===== config.mk =====
export PLATFORM = sky130hd
export DESIGN_NAME = br_pred_arb
export DESIGN_NICKNAME = d
export VERILOG_FILES = /design/src/rtl/br_pred_arb.sv
export SDC_FILE = /design/constraint.sdc
export NUM_CORES = 1
export LEC_CHECK = 0
export BUFFER_PORTS_ARGS = -buffer_cell sky130_fd_sc_hd__clkbuf_2
export CORE_ASPECT_RATIO = 0.75
export CORE_MARGIN = 2
export CORE_UTILIZATION = 58
export DETAILED_ROUTE_END_ITERATION = 8
export PLACE_DENSITY = 0.92
export SETUP_SLACK_MARGIN = 0.05
export SLEW_MARGIN = 15
export SYNTH_ARGS = -nofsm -noshare
export SYNTH_HDL_FRONTEND = slang
export SYNTH_SLANG_ARGS = --single-unit
export TNS_END_PERCENT = 50

===== constraint.sdc =====
create_clock -name clk -period 5.6 [get_ports clk]
set_clock_uncertainty 0.1 [all_clocks]
set_input_delay 1.12 -clock clk [delete_from_list [all_inputs] [get_ports clk]]
set_output_delay 1.12 -clock clk [all_outputs]
set_load 0.03 [all_outputs]

===== src/rtl/br_pred_arb.sv =====
// gshare PHT port arbiter: shares one single-port SRAM between fetch lookups and
// queued commit-side read-modify-write updates, owns both GHRs and sweeps the table after reset.
module br_pred_arb #(
  parameter int ADDR   = 32,
  parameter int CNT    = 2,
  parameter int IDX    = 10,
  parameter int QDEPTH = 4
) (
  input  logic            clk,
  input  logic            reset,
  input  logic            flush_,
  input  logic            lookup_req_,
  input  logic [ADDR-1:0] lookup_pc,
  output logic            lookup_gnt_,
  output logic            pred_valid_,
  output logic            br_pred,
  input  logic            br_commit_,
  input  logic [ADDR-1:0] commit_pc,
  input  logic            br_result,
  input  logic            br_pred_miss_,
  output logic            commit_stall_,
  output logic            pht_en_,
  output logic            pht_we_,
  output logic [IDX-1:0]  pht_addr,
  output logic [CNT-1:0]  pht_wdata,
  input  logic [CNT-1:0]  pht_rdata,
  output logic [1:0]      o_dbg_state
);

  localparam int QW = (QDEPTH > 1) ? $clog2(QDEPTH) : 1;
  localparam logic [CNT-1:0] CNT_WEAK_NT = CNT'((1 << (CNT - 1)) - 1);
  localparam logic [CNT-1:0] CNT_MAX     = '1;
  localparam logic [CNT-1:0] CNT_ONE     = CNT'(1);
  localparam logic [IDX-1:0] IDX_LAST    = '1;
  localparam logic [IDX-1:0] IDX_ONE     = IDX'(1);
  localparam logic [QW-1:0]  PTR_ONE     = QW'(1);
  localparam logic [QW:0]    CNT_Q_ONE   = (QW + 1)'(1);
  localparam logic [QW:0]    Q_FULL      = (QW + 1)'(QDEPTH);

  typedef enum logic [1:0] {
    ST_INIT   = 2'd0,
    ST_IDLE   = 2'd1,
    ST_UPD_WR = 2'd2
  } state_t;

  state_t            r_state;
  logic [IDX-1:0]    r_init_cnt;
  logic [IDX-1:0]    r_spec_ghr;
  logic [IDX-1:0]    r_cmt_ghr;
  logic [IDX-1:0]    r_q_idx [QDEPTH];
  logic [QDEPTH-1:0] r_q_res;
  logic [QW-1:0]     r_wr_ptr;
  logic [QW-1:0]     r_rd_ptr;
  logic [QW:0]       r_count;
  logic              r_lk_pend;

  logic           w_full;
  logic           w_empty;
  logic           w_upd_sel;
  logic           w_grant;
  logic           w_push;
  logic           w_pop;
  logic           w_recover;
  logic           w_pred_fire;
  logic [IDX-1:0] w_lk_idx;
  logic [IDX-1:0] w_cm_idx;
  logic [IDX-1:0] w_cmt_ghr_nxt;
  logic [IDX-1:0] w_head_idx;
  logic           w_head_res;
  logic [CNT-1:0] w_upd_cnt;
  logic           w_unused;

  assign w_unused = ^{lookup_pc[ADDR-1:IDX+2], lookup_pc[1:0],
                      commit_pc[ADDR-1:IDX+2], commit_pc[1:0]};

  assign w_lk_idx   = lookup_pc[IDX+1:2] ^ r_spec_ghr;
  assign w_cm_idx   = commit_pc[IDX+1:2] ^ r_cmt_ghr;
  assign w_full     = (r_count == Q_FULL);
  assign w_empty    = (r_count == '0);
  assign w_head_idx = r_q_idx[r_rd_ptr];
  assign w_head_res = r_q_res[r_rd_ptr];

  // Commit handshake: a commit transfers on a cycle where br_commit_ is low and
  // commit_stall_ is high; a lookup transfers where lookup_req_ and lookup_gnt_ are both low.
  assign commit_stall_ = ~(w_full | (r_state == ST_INIT));
  assign w_push        = ~br_commit_ & commit_stall_;
  assign w_pop         = (r_state == ST_UPD_WR);
  assign w_upd_sel     = (r_state == ST_IDLE) & ~w_empty & (lookup_req_ | w_full);
  assign w_grant       = (r_state == ST_IDLE) & ~w_upd_sel & ~lookup_req_;
  assign lookup_gnt_   = ~w_grant;

  assign w_cmt_ghr_nxt = w_push ? {r_cmt_ghr[IDX-2:0], br_result} : r_cmt_ghr;
  assign w_recover     = (w_push & ~br_pred_miss_) | ~flush_;

  // A recovery cycle drops the returning prediction so the restored history is not polluted.
  assign w_pred_fire = r_lk_pend & ~w_recover;
  assign pred_valid_ = ~w_pred_fire;
  assign br_pred     = w_pred_fire & pht_rdata[CNT-1];

  assign w_upd_cnt = w_head_res ? ((pht_rdata == CNT_MAX) ? CNT_MAX : pht_rdata + CNT_ONE)
                                : ((pht_rdata == '0) ? '0 : pht_rdata - CNT_ONE);

  assign pht_en_ = reset | ~((r_state == ST_INIT) | (r_state == ST_UPD_WR) | w_upd_sel | w_grant);
  assign pht_we_ = reset | ~((r_state == ST_INIT) | (r_state == ST_UPD_WR));

  always_comb begin
    pht_addr  = '0;
    pht_wdata = '0;
    case (r_state)
      ST_INIT: begin
        pht_addr  = r_init_cnt;
        pht_wdata = CNT_WEAK_NT;
      end
      ST_UPD_WR: begin
        pht_addr  = w_head_idx;
        pht_wdata = w_upd_cnt;
      end
      default: begin
        if (w_upd_sel) pht_addr = w_head_idx;
        else if (w_grant) pht_addr = w_lk_idx;
      end
    endcase
  end

  assign o_dbg_state = r_state;

  always_ff @(posedge clk or posedge reset) begin
    if (reset) begin
      r_state    <= ST_INIT;
      r_init_cnt <= '0;
      r_spec_ghr <= '0;
      r_cmt_ghr  <= '0;
      r_wr_ptr   <= '0;
      r_rd_ptr   <= '0;
      r_count    <= '0;
      r_lk_pend  <= 1'b0;
    end else begin
      case (r_state)
        ST_INIT: begin
          r_init_cnt <= r_init_cnt + IDX_ONE;
          if (r_init_cnt == IDX_LAST) r_state <= ST_IDLE;
        end
        ST_IDLE:   if (w_upd_sel) r_state <= ST_UPD_WR;
        ST_UPD_WR: r_state <= ST_IDLE;
        default:   r_state <= ST_INIT;
      endcase

      if (w_push) r_wr_ptr <= r_wr_ptr + PTR_ONE;
      if (w_pop)  r_rd_ptr <= r_rd_ptr + PTR_ONE;
      case ({w_push, w_pop})
        2'b10:   r_count <= r_count + CNT_Q_ONE;
        2'b01:   r_count <= r_count - CNT_Q_ONE;
        default: r_count <= r_count;
      endcase

      r_cmt_ghr <= w_cmt_ghr_nxt;
      if (w_recover)        r_spec_ghr <= w_cmt_ghr_nxt;
      else if (w_pred_fire) r_spec_ghr <= {r_spec_ghr[IDX-2:0], br_pred};

      r_lk_pend <= w_grant;
    end
  end

  // Queue payload needs no reset: occupancy is tracked by the pointers and count.
  always_ff @(posedge clk) begin
    if (w_push) begin
      r_q_idx[r_wr_ptr] <= w_cm_idx;
      r_q_res[r_wr_ptr] <= br_result;
    end
  end

endmodule

==> qor.yml <==
gp_congestion: 0.8081
synth_area_um2: 4009
cts_tree: "done"
top_layer: "met4"
power_frac_comb: 0.361
regToRegEndpoint: "r_count[2]"
hp-class: "reg -> reg"
start_kind: "input port"
peakVddDrop_mv: 0.2282
setup_viol: 0
cp_slowest_cell: "a21oi_1"
synth-seq-cells: 84
worstPathCellList: "clkbuf_2 > o21ai_0 > a21oi_1 > o21ai_0 > o211ai_1 > clkbuf_2"
rsz0062_at_grt: "no"
reg2reg_depth: 10
die_width_um: 100
synth_seq_area_share: 0.5793
drt_pass1_iterations: 4
remaining_drc_errors: 0
crit_type: "in -> out"
critPathRequiredTime_ns: 4.38
worstPathArrival_ns: 2.74
final_util: 0.6690
grt_start_max_net_pins: 42
synth_edf_count: 44
layout_commonest_cell: "clkbuf_2"
endpoint: "pht_addr[0]"
fin_crit_ns: 3.960
regToRegSetupSlack_ns: 2.84
sw_frac_of_total: 0.3754
vias: 2492
core_um2: 6766
clkPwrFrac: 0.206
ctsLongestPathBuffers: 2
internal_power_mw: 1.429
nFillCells: 462
antenna_found_initial: 0
setup_tns_ns: 0
wire_per_inst_um: 19.28
end_kind: "output pin"
viasPerCell: 5.891
row_count: 26
tightest_slew_ns: 1.009
first_global_vias: 2593
max_freq_ghz: 0.2526
crit_fanout: 12
synth_flop_cell: "edfxtp_1"
wirelength_mm: 8.155
p_leak_nw: 1.840
cts_setup_buffers: 0
overflow: 0
dp.cells: 407
clk_pin_slew_ns: 0.08
min_period_over_period: 0.7071
clk_latency_ns: 0.35
critPathBufInv: 2
drtIter0Drc: 186
status: "complete, no violations"
synthesis.nets: 365
grt_usage: 0.2282
layout_common_cells: "clkbuf_2 (48), edfxtp_1 (44), dfrtp_1 (40)"
yosys_warnings: 0
async_flop_share: 0.4762
io_pins: 93
antenna_left: 0
startpoint: "lookup_req_"
portBuffers: 48
initial_utilization: 0.5925
clock-root-buffer: "clkbuf_8"
die_h_um: 76
area_delta_synth_final_pct: 12.92
seq_power_share: 0.432
drive_gt1_frac: 0.3156
nets: 414
htreeDepth: 3
grt_pass1_wl_mm: 13.03
maxCapViolCount: 0
hold_buffers: 0
path_depth: 6
switchingPower_uw: 858.4
syn_avg_cell_area_um2: 14.07
routedLengthMet1_mm: 3.455
numCtsBuffers: 9
cpLargestDelayFamily: "compound AO/OA/AOI/OAI gates"
slew-limit-headroom: 0.3270
r2r_start: "o_dbg_state[0]"
critPathMaxStageDelay_ns: 0.82
wl_met2_mm: 4.057
hpwl_mm: 5.727
powerDensity_nw_per_um2: 505.2
synthDistinctLibCells: 44
post_cts_resized: 0
maxSlewViolCount: 0
die_area_um2: 7600
diodes: 0
finalHoldViolCount: 0
cts.sinks: 84
final_cells: 423
route.met3.wl_um: 471
syn-instance-count: 285
-- routing by layer --
layer  GRT usage  vias up
met3     0.06789       20
met4     0.06164        0
li1            -     1150
met5           0        -
met2      0.3709       86
met1      0.3035     1236
-- power groups by stage --
stage / logic, mW / registers (mW) / clock network (mW)
after floorplan: 0.668 / 0.920 / 0
after global placement: 0.782 / 0.986 / 0
after detailed placement: 0.816 / 0.998 / 0
after CTS: 0.830 / 0.987 / 0.478
after global routing: 0.890 / 1.01 / 0.504
final: 0.827 / 0.989 / 0.472
-- how the worst min path moves through the flow --
stage	from	endpoint	slack, ns	cells past startpoint
2_1_floorplan	r_init_cnt[6]	r_init_cnt[6]	0.35	1
4_1_cts	r_init_cnt[6]	r_init_cnt[6]	0.39	1
3_5_place_dp	r_init_cnt[6]	r_init_cnt[6]	0.38	1
6_report	r_init_cnt[6]	r_init_cnt[6]	0.39	1
5_1_grt	r_count[2]	r_count[2]	0.42	1
3_3_place_gp	r_init_cnt[6]	r_init_cnt[6]	0.37	1
-- metrics by stage --
step / power [mW] / hold WS, ns / cell area [um^2] / worst slack, ns
global route: 2.401 / 0.4160 / 4527 / 1.468
CTS: 2.295 / 0.3938 / 4527 / 1.634
floorplan: 1.588 / 0.3548 / 4009 / 1.735
detailed placement: 1.814 / 0.3825 / 4304 / 1.637
global placement: 1.767 / 0.3748 / 4304 / 1.798
finish: 2.287 / 0.3930 / 4527 / 1.640
-- cell type report --
type,instances,area [um^2],area share
repair buffers,50,255.2,0.05638
multi-input cells,179,1584,0.3499
inverters,10,37.54,0.008292
flip-flops and latches,84,2322,0.5130
clock inverters,7,98.84,0.02184
well taps,84,105.1,0.02322
clock buffers,9,123.9,0.02736
-- synthesized netlist by cell type, drive strengths merged (3+ instances only) --
cell type	n	area [um^2]
ha	6	75.07
mux2	19	244.0
edfxtp	44	1321
nor2	9	41.29
xnor2	19	166.4
nand4	3	18.77
nand2	26	97.59
clkbuf	5	18.77
o211ai	11	82.58
o21ai	14	70.06
o32a	8	83.83
mux4	11	247.7
o21a	8	60.06
xor2	16	140.1
inv	10	37.54
buf	7	46.29
and2	5	31.28
dfrtp	40	1001
-- kinds of logic (layout without fill, tap and decap cells) --
group	Yosys count	after routing	share of synthesized area
DFF	84	84	0.5793
AOI/OAI and AO/OA	49	49	0.09332
xor gates and xnor gates	35	35	0.07647
and+or+nand+nor	56	56	0.07366
muxes	31	31	0.1252
buffers and inverters	22	76	0.02559
adders and majority gates	8	8	0.02653
-- worst reg2reg max path: stages (launching register included) --
cell and delay (ns):
dfrtp_1 0.48, nor2_4 0.45, nor3_4 0.08, buf_4 0.24
inv_2 0.24, ha_1 0.23, inv_1 0.06, fa_1 0.37
xor2_1 0.15, nor2_1 0.11, xor2_1 0.17
-- flip-flops by register name, indices dropped and copies added (netlist names) --
register and cells:
r_count 3, o_dbg_state 2, r_init_cnt 10, r_rd_ptr 2, r_q_idx 40, r_spec_ghr 10, r_q_res 4, r_lk_pend 1
r_wr_ptr 2, r_cmt_ghr 10
(Power assumes the default switching activity.)
